### config.mk
export PLATFORM = sky130hd
export DESIGN_NAME = fetch_pc_stage
export DESIGN_NICKNAME = d
export VERILOG_FILES = /design/src/rtl/fetch_pc_stage.sv
export SDC_FILE = /design/constraint.sdc
export NUM_CORES = 1
export LEC_CHECK = 0
export BUFFER_PORTS_ARGS = -buffer_cell sky130_fd_sc_hd__buf_4
export CAP_MARGIN = 30
export CORE_MARGIN = 2
export CORE_UTILIZATION = 51
export DETAILED_ROUTE_END_ITERATION = 6
export PLACE_DENSITY = 0.91
export SLEW_MARGIN = 0
export SYNTH_ARGS = -nofsm -noshare
export SYNTH_HDL_FRONTEND = slang
export SYNTH_SLANG_ARGS = --single-unit
### constraint.sdc
create_clock -name clk -period 6.6 [get_ports clk]
set_input_delay 0.66 -clock clk [delete_from_list [all_inputs] [get_ports clk]]
set_output_delay 0.66 -clock clk [all_outputs]
set_load 0.01 [all_outputs]
### src/rtl/fetch_pc_stage.sv
// Fetch front end: PC register, next-PC selection and the IF/ID pipeline register.
// Also keeps a sticky fetch_err flag for misaligned or out-of-range fetch addresses.
module fetch_pc_stage #(
    parameter logic [31:0] PC_RESET = 32'h0000_3000,
    parameter int          IM_WORDS = 1024
) (
    input  logic        clk,
    input  logic        reset,
    input  logic        stall,
    input  logic        clr_d,
    input  logic [1:0]  npc_sel,
    input  logic        br_taken,
    input  logic [31:0] pc4_in,
    input  logic [31:0] br_target,
    input  logic [31:0] j_target,
    input  logic [31:0] jr_target,
    input  logic [31:0] instr_in,
    output logic [31:0] pc_f,
    output logic [31:0] ir_d,
    output logic [31:0] pc4_d,
    output logic [31:0] pc8_d,
    output logic        valid_d,
    output logic        fetch_err
);

    localparam logic [1:0] SEL_SEQ    = 2'b00;
    localparam logic [1:0] SEL_BRANCH = 2'b01;
    localparam logic [1:0] SEL_JUMP   = 2'b10;
    localparam logic [1:0] SEL_JR     = 2'b11;

    // Last byte address still inside the instruction memory.
    localparam logic [31:0] PC_LAST = PC_RESET + 32'(4 * IM_WORDS) - 32'd1;

    logic [31:0] r_pcF;
    logic [31:0] r_irD;
    logic [31:0] r_pc4D;
    logic [31:0] r_pc8D;
    logic        r_validD;
    logic        r_fetchErr;

    logic [31:0] w_npcRaw;
    logic [31:0] w_npc;
    logic        w_misaligned;
    logic        w_outOfRange;

    always_comb begin
        w_npcRaw = pc4_in;
        unique case (npc_sel)
            SEL_SEQ:    w_npcRaw = pc4_in;
            SEL_BRANCH: w_npcRaw = br_taken ? br_target : pc4_in;
            SEL_JUMP:   w_npcRaw = j_target;
            SEL_JR:     w_npcRaw = jr_target;
            default:    w_npcRaw = pc4_in;
        endcase
    end

    // The PC is always word aligned; a bad target is truncated rather than fetched.
    assign w_misaligned = |w_npcRaw[1:0];
    assign w_npc        = {w_npcRaw[31:2], 2'b00};
    assign w_outOfRange = (w_npc < PC_RESET) || (w_npc > PC_LAST);

    // Stall freezes everything, including the error flag, so a held-back target cannot flag.
    always_ff @(posedge clk or posedge reset) begin
        if (reset) begin
            r_pcF      <= PC_RESET;
            r_irD      <= 32'd0;
            r_pc4D     <= 32'd0;
            r_pc8D     <= 32'd0;
            r_validD   <= 1'b0;
            r_fetchErr <= 1'b0;
        end else if (!stall) begin
            r_pcF  <= w_npc;
            r_pc4D <= pc4_in;
            r_pc8D <= pc4_in + 32'd4;
            if (clr_d) begin
                r_irD    <= 32'd0;
                r_validD <= 1'b0;
            end else begin
                r_irD    <= instr_in;
                r_validD <= 1'b1;
            end
            if (w_misaligned || w_outOfRange) begin
                r_fetchErr <= 1'b1;
            end
        end
    end

    assign pc_f      = r_pcF;
    assign ir_d      = r_irD;
    assign pc4_d     = r_pc4D;
    assign pc8_d     = r_pc8D;
    assign valid_d   = r_validD;
    assign fetch_err = r_fetchErr;

endmodule
; After elaboration in Yosys (flattened, before gate mapping)
; Index checks and enable logic that the tools add are counted.
[op_classes]
n_bitwise = 1
eq_ne = 3
reduce_logical = 5
n_addsub = 1
n_mux = 4
n_lt_le_gt_ge = 2
[ops]
columns = cell, n
row1 = $pmux 32 s4, 1
row2 = $mux 32, 2
row3 = $add 32x3->32 const B, 1
row4 = $gt 32x14->1 const B, 1
row5 = $lt 32x14->1 const B, 1
row6 = $eq 2x2->1 const B, 2
row7 = $eq 2x1->1 const B, 1
row8 = $logic_not 2->1, 1
row9 = $logic_or 1x1->1, 2
row10 = $reduce_and 2->1, 1
row11 = $reduce_or 2->1, 1
row12 = $mux 1, 1
row13 = $not 1->1, 1
[totals]
wordCells = 22
out_inout_bits = 130
reg_bits = 128
in_bits = 167

; Longest topological paths before layout
; Gate-level depths: netlist (run 1).
[logic_depth]
word_depth = 6
ltp_mapped = 7
depth_no_buf = 6

; Least setup slack after synthesis (run 1)
; OpenSTA, ideal clock, no wires.
[synth_path]
path_type = input -> register
start = input port pc4_in[2]
end = register r_pc8D[16], in the netlist pc8_d[16]
setup_ns = 0.069
path_slack_ns = 4.679
n_path_buf = 0
required_ns = 6.531
stages = 6
arrival_ns = 1.852
path_cell_list = ha_1 nand4_4 nor2_8 nand3_4 or4_1 nand3_1
[synth_via]
elab_chain_cells = 1
[synth_lines]
columns = element, line_no
row1 = from (decl), 13  ; input logic [31:0] pc4_in,
row2 = $add 32x3->32, 74  ; r_pc8D <= pc4_in + 32'd4;
row3 = to (signal assigned), 74
row4 = to (decl), 37  ; logic [31:0] r_pc8D;
; No other way between the ends.
; A chain may end at the register's enable or synchronous reset.

; Worst setup path in the final report (run 1)
[layout_path]
start = input port npc_sel[0]
end = register r_fetchErr, in the netlist fetch_err
[layout_via]
elab_chain_cells = 6
elab_cells_between_ends = 11
cone_classes = 2 x order compare / 3 x eq/ne / 1 x mux / 5 x reduce/logical
[layout_lines]
columns = element, line_no
row1 = from (decl), 11  ; input logic [1:0] npc_sel,
row2 = "$eq 2x2->1, or another cell as far along", 48  ; unique case (npc_sel)
row3 = $pmux 32 s4 (*), 48
row4 = $lt 32x14->1 / $gt 32x14->1 (equally long branches), 60  ; assign w_outOfRange = (w_npc < PC_RESET) || (w_npc > PC_LAST);
row5 = $logic_or 1x1->1, 60
row6 = $logic_or 1x1->1 (*), 82  ; if (w_misaligned || w_outOfRange) begin
row7 = $reduce_and 2->1 (no line) (*), n/a
row8 = to (signal assigned), 70  ; r_fetchErr <= 1'b0;
row9 = to (signal assigned), 83  ; r_fetchErr <= 1'b1;
row10 = to (decl), 39  ; logic r_fetchErr;
; Mark *: on every way between the ends. The rest lies on a longest branch, timed or not.

==> flow_summary.ini, run 1 <==
[cells_and_area]
final.fill_count = 840
antennaDiodeCount = 0
final_util_pct = 76.0
final_net_count = 1056
syn_to_final_growth_pct = 44.4
drive_gt1_share_pct = 41.6

[timing]
period_needed_ps = 2610
slew_violations = 0
relSlewSlack_pct = 43.6
finalSetupViolCount = 0
rsz0062_at_grt = no
hold_viol_final = 0
tns_ps = 0
timing.fmax_mhz = 383
worstMarginPinSlew_ps = 847
post-route-period-util_pct = 39.5
setup_slack_ps = 3990
skew_ps = 0

[worst_setup_path]
rrSetupSlack_ps = 5590
cp.arrival_ps = 2910
worstPathCellList = buf_4 > and2_1 > buf_4 > mux2_1 > o21ai_1 > nand4_1 > o31a_1
r2r_start = fetch_err
worst_setup_path_end_kind = flop
path_max_fanout = 47
crit_type = in -> reg
crit_buf_inv = 2
reg2reg_depth = 3
cpMostUsedCell = buf_4
worst_path_max_delay_cell = buf_4
cp-start-kind = input pin
max_stage_delay_ps = 500
reg2reg_to = fetch_err
required_ps = 6900
crit_family = buffers and inverters

[logic_synthesis]
syn_area_per_cell_um2 = 10.3
synth_ff_type = dfrtp_1
synth.most_common_cell = dfrtp_1
synth_warnings = 0
netlist_area_mm2 = 0.00638
synth-edff-count = 0
yosysSeqAreaShare_pct = 49.5
async_reset_ff_share_pct = 100
synthTopCellsByArea = dfrtp_1 49%, mux2_2 6.5%, nand2_1 5.7%
synthDistinctLibCells = 50
yosysTopAreaCellShare_pct = 48.7
synth_seq_cells = 126
ys_top_cells_by_count = 124 x dfrtp_1, 97 x nand2_1, 70 x o21ai_1
syn_inst = 620
synth_largest_area_cell = dfrtp_1

[floorplanning]
die_x_um = 116
die_h_um = 116
design.core.area_mm2 = 0.0121
die-area_mm2 = 0.0134
pin_count = 297
rows = 40
start_util_pct = 52.6

[power_and_ir_drop]
p_clk_share_pct = 40.4
switchingPower_uw = 607
peakVddDrop_uv = 183
swShare_pct = 26.6
seq_power_share_pct = 39.3
comb_power_share_pct = 20.3
p_int_uw = 1670
power_density_mw_per_mm2 = 247
leakage_uw = 0.00440

[clock_network]
insertion_delay_ps = 410
clockBufferDepth = 2
cts_tree = built
cts_buffers = 17
path_clk_slew_ps = 60
hold_buffers = 0
post_cts_buffers = 0
clockRootBuffer = clkbuf_16
post_cts_resize_count = 0
cts.sinks = 126
h-tree-depth = 4

[grt]
grt_overflow = 0
met3_usage_pct = 7.53
grt_use_total_pct = 30.4
met2_usage_pct = 50.8
grt_pass1_wl_um = 30800
grt_pass1_vias = 5842
antenna_found_initial = 0
gr-max-usage-layer = met2
use_met1_pct = 38.1
grt_max_degree = 109

[placed_design]
pre_cts_slack_ps = 3630
dp_hpwl_um = 15100
routabilityCongestion = 0.935
io_buffers = 294

[detailed_routing]
final_antenna_net_count = 0
wl_um = 20400
vias = 6004
drcViolationCount = 0
routedWlPerCell_um = 19.1
vias_per_cell = 5.62
drtIter0Drc = 559
first_pass_iters = 6

[flow_run]
drv_cap = 0

[min_path]
worstHoldPathType = in -> async

[outcome]
status = finished clean
[worst max path at each step]
stage,from,to,cells past startpoint
after floorplan,reset,fetch_err,1
after global placement,npc_sel[0],fetch_err,7
after detailed placement,npc_sel[0],fetch_err,7
after CTS,npc_sel[0],fetch_err,7
after global routing,npc_sel[0],fetch_err,7
final,npc_sel[0],fetch_err,7
[power groups by stage]
stage	registers (µW)	logic (µW)	clock network, µW
floorplan	935	169	0
global placement	902	447	0
detailed placement	905	462	0
CTS	895	464	926
global route	903	497	961
finish	895	462	920
[final cells by class]
class / instances / area [µm²] / share of cell area [%]
clock inverter: 10 / 111 / 1.21
clock buffer: 22 / 474 / 5.15
sequential: 126 / 3160 / 34.3
timing repair buffer: 300 / 2280 / 24.8
multi-input combinational: 438 / 2950 / 32.0
inverter: 5 / 21.3 / 0.231
tap: 168 / 210 / 2.28
[routing by layer]
layer | vias up | part of all wire, %
met5 | - | 0
met4 | 0 | 2.9
met3 | 56 | 8.4
met2 | 347 | 50
met1 | 2857 | 38
li1 | 2744 | -
[cell families after synthesis]
logic type / synth area share (%)
other: 0.0588
muxes: 14.9
and+or+nand+nor: 13.3
buffers and inverters: 4.36
adders and majority gates: 0.196
AOI/OAI and AO/OA: 14.0
DFF: 49.5
xor gates and xnor gates: 3.71
[layout by cell type (no fill, tap or decap), drive strengths merged, types with 3 or more instances in the layout]
cell type and n:
buf 300, dfrtp 124, nand2 97, o21ai 96, mux2 55, mux2i 33, a22o 31, clkbuf 22
xor2 20, nand3 18, nand4 15, nor2 10, nor4 9, xnor2 7, nor3 7, inv 6
a21oi 4, and3 4, clkinv 4, and2 3, a211oi 3, clkinvlp 3
[state kept, by name, indices dropped and copies added (netlist names)]
register / flops
fetch_err: 1
pc_f: 30
valid_d: 1
ir_d: 32
pc4_d: 32
pc8_d: 30
[metrics by stage]
stage	instance area [µm²]	hold slack, ps	power, µW	instances
after floorplan	6380	480	1100	621
after global placement	8580	465	1350	1035
after detailed placement	8620	472	1370	1037
after CTS	9210	165	2280	1069
after global routing	9210	172	2360	1069
final	9210	172	2280	1069
Power figures use the tool's default switching activity.
==> inputs of run 2 (changes only) <==
--- a/config.mk
+++ b/config.mk
@@ -8,9 +8,9 @@
 export BUFFER_PORTS_ARGS = -buffer_cell sky130_fd_sc_hd__buf_4
 export CAP_MARGIN = 30
 export CORE_MARGIN = 2
-export CORE_UTILIZATION = 51
+export CORE_UTILIZATION = 47
 export DETAILED_ROUTE_END_ITERATION = 6
-export PLACE_DENSITY = 0.91
+export PLACE_DENSITY = 0.86
 export SLEW_MARGIN = 0
 export SYNTH_ARGS = -nofsm -noshare
 export SYNTH_HDL_FRONTEND = slang
==> constraint.sdc (replaced) <==
create_clock -name clk -period 2.7 [get_ports clk]
set_input_delay 0.27 -clock clk [delete_from_list [all_inputs] [get_ports clk]]
set_output_delay 0.27 -clock clk [all_outputs]
set_load 0.01 [all_outputs]
==> flow_summary.ini, run 2 (same netlist as run 1, synthesis figures left out) <==
[placed_design]
io_buffers = 294
dp_hpwl_um = 14900
routabilityCongestion = 0.883
dp_cells = 1052

[cells_and_area]
final_cell_mix = 305 x buf_4, 124 x dfrtp_1, 97 x nand2_1
final_common_cell = buf_4
final-instance-count-excl-fill = 1084
final_net_count = 1063
syn_to_final_growth_pct = 45.7
drive_gt1_share_pct = 42.3
antennaDiodeCount = 0

[worst_setup_path]
max_stage_delay_ps = 450
crit_family = simple AND/OR/NAND/NOR gates
rrSetupSlack_ps = 1710
path_max_fanout = 23
reg2reg_depth = 3
worst_path_max_delay_cell = and2_1
worst_setup_path_end_kind = flop
worstPathCellList = buf_4 > and2_1 > buf_4 > nand3_1 > a21oi_1 > nor2_1 > o31a_1
cp-start-kind = input pin
cpMostUsedCell = buf_4
cp.arrival_ps = 1930
crit_buf_inv = 2
crit_type = in -> reg
required_ps = 3000
r2r_start = fetch_err
reg2reg_to = fetch_err

[grt]
grt_use_total_pct = 28.2
grt_pass1_wl_um = 31000
grt_pass1_vias = 5814
grt_max_degree = 127
antenna_found_initial = 0
grt_overflow = 0

[flow_run]
drv_cap = 0

[detailed_routing]
vias_per_cell = 5.43
wl_um = 20200
vias = 5885
drcViolationCount = 0
drtIter0Drc = 435
first_pass_iters = 5
routedWlPerCell_um = 18.6
final_antenna_net_count = 0

[timing]
finalSetupViolCount = 0
hold_viol_final = 10
period_needed_ps = 1630
tns_ps = 0
relSlewSlack_pct = 49.0
rsz0062_at_grt = no
post-route-period-util_pct = 60.4
slew_violations = 0
timing.fmax_mhz = 613
skew_ps = 0
worstMarginPinSlew_ps = 765
fin_hold_ws_ps = -43.1

[clock_network]
cts_tree = built
hold_buffers = 0
clockBufferDepth = 2
cts.sinks = 126
path_clk_slew_ps = 60
insertion_delay_ps = 410
clockRootBuffer = clkbuf_16
cts_buffers = 17
post_cts_buffers = 0
h-tree-depth = 4
post_cts_resize_count = 0

[power_and_ir_drop]
power_density_mw_per_mm2 = 615
peakVddDrop_uv = 536
leakage_uw = 0.00444

[floorplanning]
rows = 42
pin_count = 297
die_x_um = 120
start_util_pct = 48.1
die-area_mm2 = 0.0145
design.core.area_mm2 = 0.0132
die_h_um = 120

[outcome]
violations = hold timing
status = finished, violations left

[min_path]
worstHoldPathType = in -> async
[run 2: cell types whose count changed in the layout (fill, tap and decap cells not counted), moves of 2 or more]
cell / delta
buf_4: +8
clkbuf_1: -2
clkbuf_8: -2
clkinv_2: -3
clkinv_4: +3
inv_6: +3
[run 2: per-layer routing]
metal | GRT usage [%] | part of all wire (%) | up-vias | wire length, µm
met4 | 10.4 | 2.4 | 0 | 490
met3 | 7.41 | 8.5 | 36 | 1720
met2 | 47.0 | 49 | 283 | 9940
li1 | - | - | 2760 | -
met1 | 35.3 | 40 | 2806 | 8040
met5 | 0 | 0 | - | 0
[run 2: tightest hold or removal path: stages]
cell and delay, ps:
buf_4 120, clkinvlp_4 70, buf_12 390
[run 2: metrics by stage]
step                      total power, µW  setup WS [ps]  cell area [µm²]  utilization, %
final                                5710           1070             9290            70.2
after global routing                 5950            969             9290            70.2
after CTS                            5750           1110             9290            70.2
after detailed placement             3340            668             8670            65.5
after global placement               3320            686             8670            65.5
after floorplan                      2700            878             6380               -
[run 2: worst max-delay path by stage]
stage,start,to,cells after the start
floorplan,reset,fetch_err,1
global placement,br_taken,fetch_err,7
detailed placement,br_taken,fetch_err,7
CTS,br_taken,fetch_err,7
global route,br_taken,fetch_err,7
finish,br_taken,fetch_err,7
[run 2: power breakdown]
part	total, µW	switching, µW	internal [µW]	leakage [µW]
clock	2400	907	1500	0.000300
sequential	2180	109	2070	0.00153
combinational	1130	539	586	0.00261
[run 2: layout make-up]
class	instances	area, µm²
Fill cell	1059	3950
Sequential cell	126	3160
Multi-Input combinational cell	438	2950
Timing Repair Buffer	307	2320
Clock buffer	18	439
Tap cell	176	220
Clock inverter	14	183
Inverter	5	22.5
==> inputs of run 3 (changes only) <==
--- a/config.mk
+++ b/config.mk
@@ -5,12 +5,13 @@
 export SDC_FILE = /design/constraint.sdc
 export NUM_CORES = 1
 export LEC_CHECK = 0
+export ABC_AREA = 1
 export BUFFER_PORTS_ARGS = -buffer_cell sky130_fd_sc_hd__buf_4
 export CAP_MARGIN = 30
 export CORE_MARGIN = 2
-export CORE_UTILIZATION = 47
+export CORE_UTILIZATION = 43
 export DETAILED_ROUTE_END_ITERATION = 6
-export PLACE_DENSITY = 0.86
+export PLACE_DENSITY = 0.82
 export SLEW_MARGIN = 0
 export SYNTH_ARGS = -nofsm -noshare
 export SYNTH_HDL_FRONTEND = slang
==> constraint.sdc (replaced) <==
create_clock -name clk -period 1.4 [get_ports clk]
set_input_delay 0.14 -clock clk [delete_from_list [all_inputs] [get_ports clk]]
set_output_delay 0.14 -clock clk [all_outputs]
set_load 0.01 [all_outputs]
==> flow_summary.ini, run 3 <==
[outcome]
status = finished clean

[worst_setup_path]
r2r_start = pc8_d[26]
required_ps = 1740
worst_path_max_delay_cell = dlygate4sd3_1
cp-start-kind = input pin
path_max_fanout = 6
reg2reg_to = pc8_d[26]
crit_type = in -> reg
rrSetupSlack_ps = 560
reg2reg_depth = 4
worstPathCellList = dlygate4sd3_1 > buf_4 > nand2_1 > nor2_1 > nand2_1 > nor4_2 > nor2_1 > a21oi_1
cp.arrival_ps = 1670
worst_setup_path_end_kind = flop
max_stage_delay_ps = 540

[cells_and_area]
drive_gt1_share_pct = 32.3
antennaDiodeCount = 0
syn_to_final_growth_pct = 56.5
final_util_pct = 68.2
final_cell_mix = 363 x nand2_1, 349 x buf_4, 124 x dfrtp_1
final_common_cell = nand2_1
final_net_count = 1426

[detailed_routing]
vias_per_cell = 5.04
final_antenna_net_count = 0
wl_um = 23900
drcViolationCount = 0
first_pass_iters = 7
vias = 7359
drtIter0Drc = 579
routedWlPerCell_um = 16.4

[power_and_ir_drop]
seq_power_share_pct = 37.8
comb_power_share_pct = 21.9
p_int_uw = 8040
power_density_mw_per_mm2 = 1080
p_clk_share_pct = 40.3
leakage_uw = 0.00560
switchingPower_uw = 3070
peakVddDrop_uv = 870
swShare_pct = 27.7

[timing]
setup_slack_ps = 74.4
period_needed_ps = 1330
hold_viol_final = 0
worstMarginPinSlew_ps = 650
finalSetupViolCount = 0
relSlewSlack_pct = 56.5
rsz0062_at_grt = no
post-route-period-util_pct = 94.7
skew_ps = 0
slew_violations = 0
timing.fmax_mhz = 754

[placed_design]
pre_cts_slack_ps = -166
routabilityCongestion = 0.898
io_buffers = 294
dp_hpwl_um = 17900

[logic_synthesis]
synth_xor_area_share_pct = 1.07
netlist_area_mm2 = 0.00658
synth_top_family_by_area = simple AND/OR/NAND/NOR gates
syn_inst = 892
synthDistinctLibCells = 39
synthAdderAreaFrac_pct = 0.190
synth.most_common_cell = nand2_1
yosysTopAreaCellShare_pct = 47.2
ys_top_cells_by_count = 363 x nand2_1, 124 x dfrtp_1, 87 x inv_1
synth_ff_type = dfrtp_1
synth_largest_area_cell = dfrtp_1
yosysSeqAreaShare_pct = 48.0
async_reset_ff_share_pct = 100
muxShareOfSynthArea_pct = 0
synth_seq_cells = 126
synth_warnings = 0
synth_compound_area_share_pct = 10.1
synth_simple_gate_area_share_pct = 31.6
syn_area_per_cell_um2 = 7.37
synth-edff-count = 0
synthTopCellsByArea = dfrtp_1 47%, nand2_1 21%, o21ai_0 6.0%

[min_path]
min_path_cells = 3
worstHoldPathType = in -> reg
hold_end = pc4_d[30]
hp-start = pc4_in[30]

[grt]
antenna_found_initial = 0
grt_pass1_wl_um = 37400
grt_use_total_pct = 29.4
grt_pass1_vias = 7332
grt_max_degree = 76
grt_overflow = 0

[clock_network]
cts_buffers = 17
cts_tree = built
clockBufferDepth = 2
h-tree-depth = 4
clockRootBuffer = clkbuf_16
insertion_delay_ps = 410
path_clk_slew_ps = 50
cts.sinks = 126

[floorplanning]
die_x_um = 128
die-area_mm2 = 0.0163
rows = 45
start_util_pct = 43.6
die_h_um = 128
design.core.area_mm2 = 0.0151
pin_count = 297

[flow_run]
drv_cap = 0
run 3: timing repair:
action / in CTS / in global routing
endpoints found under the hold margin: 159 / 0
resized for setup: 0 / 5
setup buffers: 0 / 0
endpoints found under the setup margin: 0 / 2
hold buffers: 35 / 0
run 3: how the worst max path moves through the flow:
stage / from / cells after the start / end
finish: pc4_in[26] / 8 / pc8_d[29]
global route: pc4_in[29] / 12 / fetch_err
CTS: pc4_in[23] / 10 / pc8_d[30]
detailed placement: pc4_in[2] / 7 / pc8_d[26]
global placement: pc4_in[2] / 9 / pc8_d[22]
floorplan: reset / 1 / fetch_err
run 3: metal layers:
layer / part of all wire [%] / track usage (%) / vias up
li1: - / - / 3539
met1: 41 / 36.0 / 3437
met2: 49 / 50.4 / 330
met3: 7.3 / 7.51 / 53
met4: 2.7 / 10.9 / 0
met5: 0 / 0 / -
run 3: power groups by stage:
stage                     registers (µW)  clock network (µW)  logic [µW]
after CTS                           4200                4520        2420
after floorplan                     4400                   0         795
after global routing                4240                4720        2650
final                               4210                4480        2430
after detailed placement            4250                   0        2340
after global placement              4250                   0        2300
run 3: critical path: cells and delay by family:
family | cells | cell delay (ps)
AND/OR/NAND/NOR | 5 | 710
buffers and inverters | 2 | 710
AO/OA/AOI/OAI | 1 | 120
run 3: through the flow:
stage	total power [µW]	instance area [µm²]	hold slack (ps)	cells	TNS, ps
floorplan	5190	6590	225	893	-36160
global placement	6550	9330	63.9	1392	-376
detailed placement	6590	9330	66.1	1392	-1350
CTS	11100	10300	1.71	1459	0
global route	11600	10300	3.31	1459	0
finish	11100	10300	7.64	1459	0
run 3: cells by family after synthesis:
group | count (synthesis)
DFF | 126
adders and majority gates | 1
buffers and inverters | 137
and+or+nand+nor | 502
other | 1
xor gates and xnor gates | 8
AOI/OAI and AO/OA | 117
run 3: layout make-up:
cell class                      instances  area [µm²]
Fill cell                            1225        4790
Sequential cell                       126        3160
Timing Repair Buffer                  391        3110
Multi-Input combinational cell        630        2850
Clock buffer                           21         450
Inverter                               92         349
Tap cell                              188         235
Clock inverter                         11         141
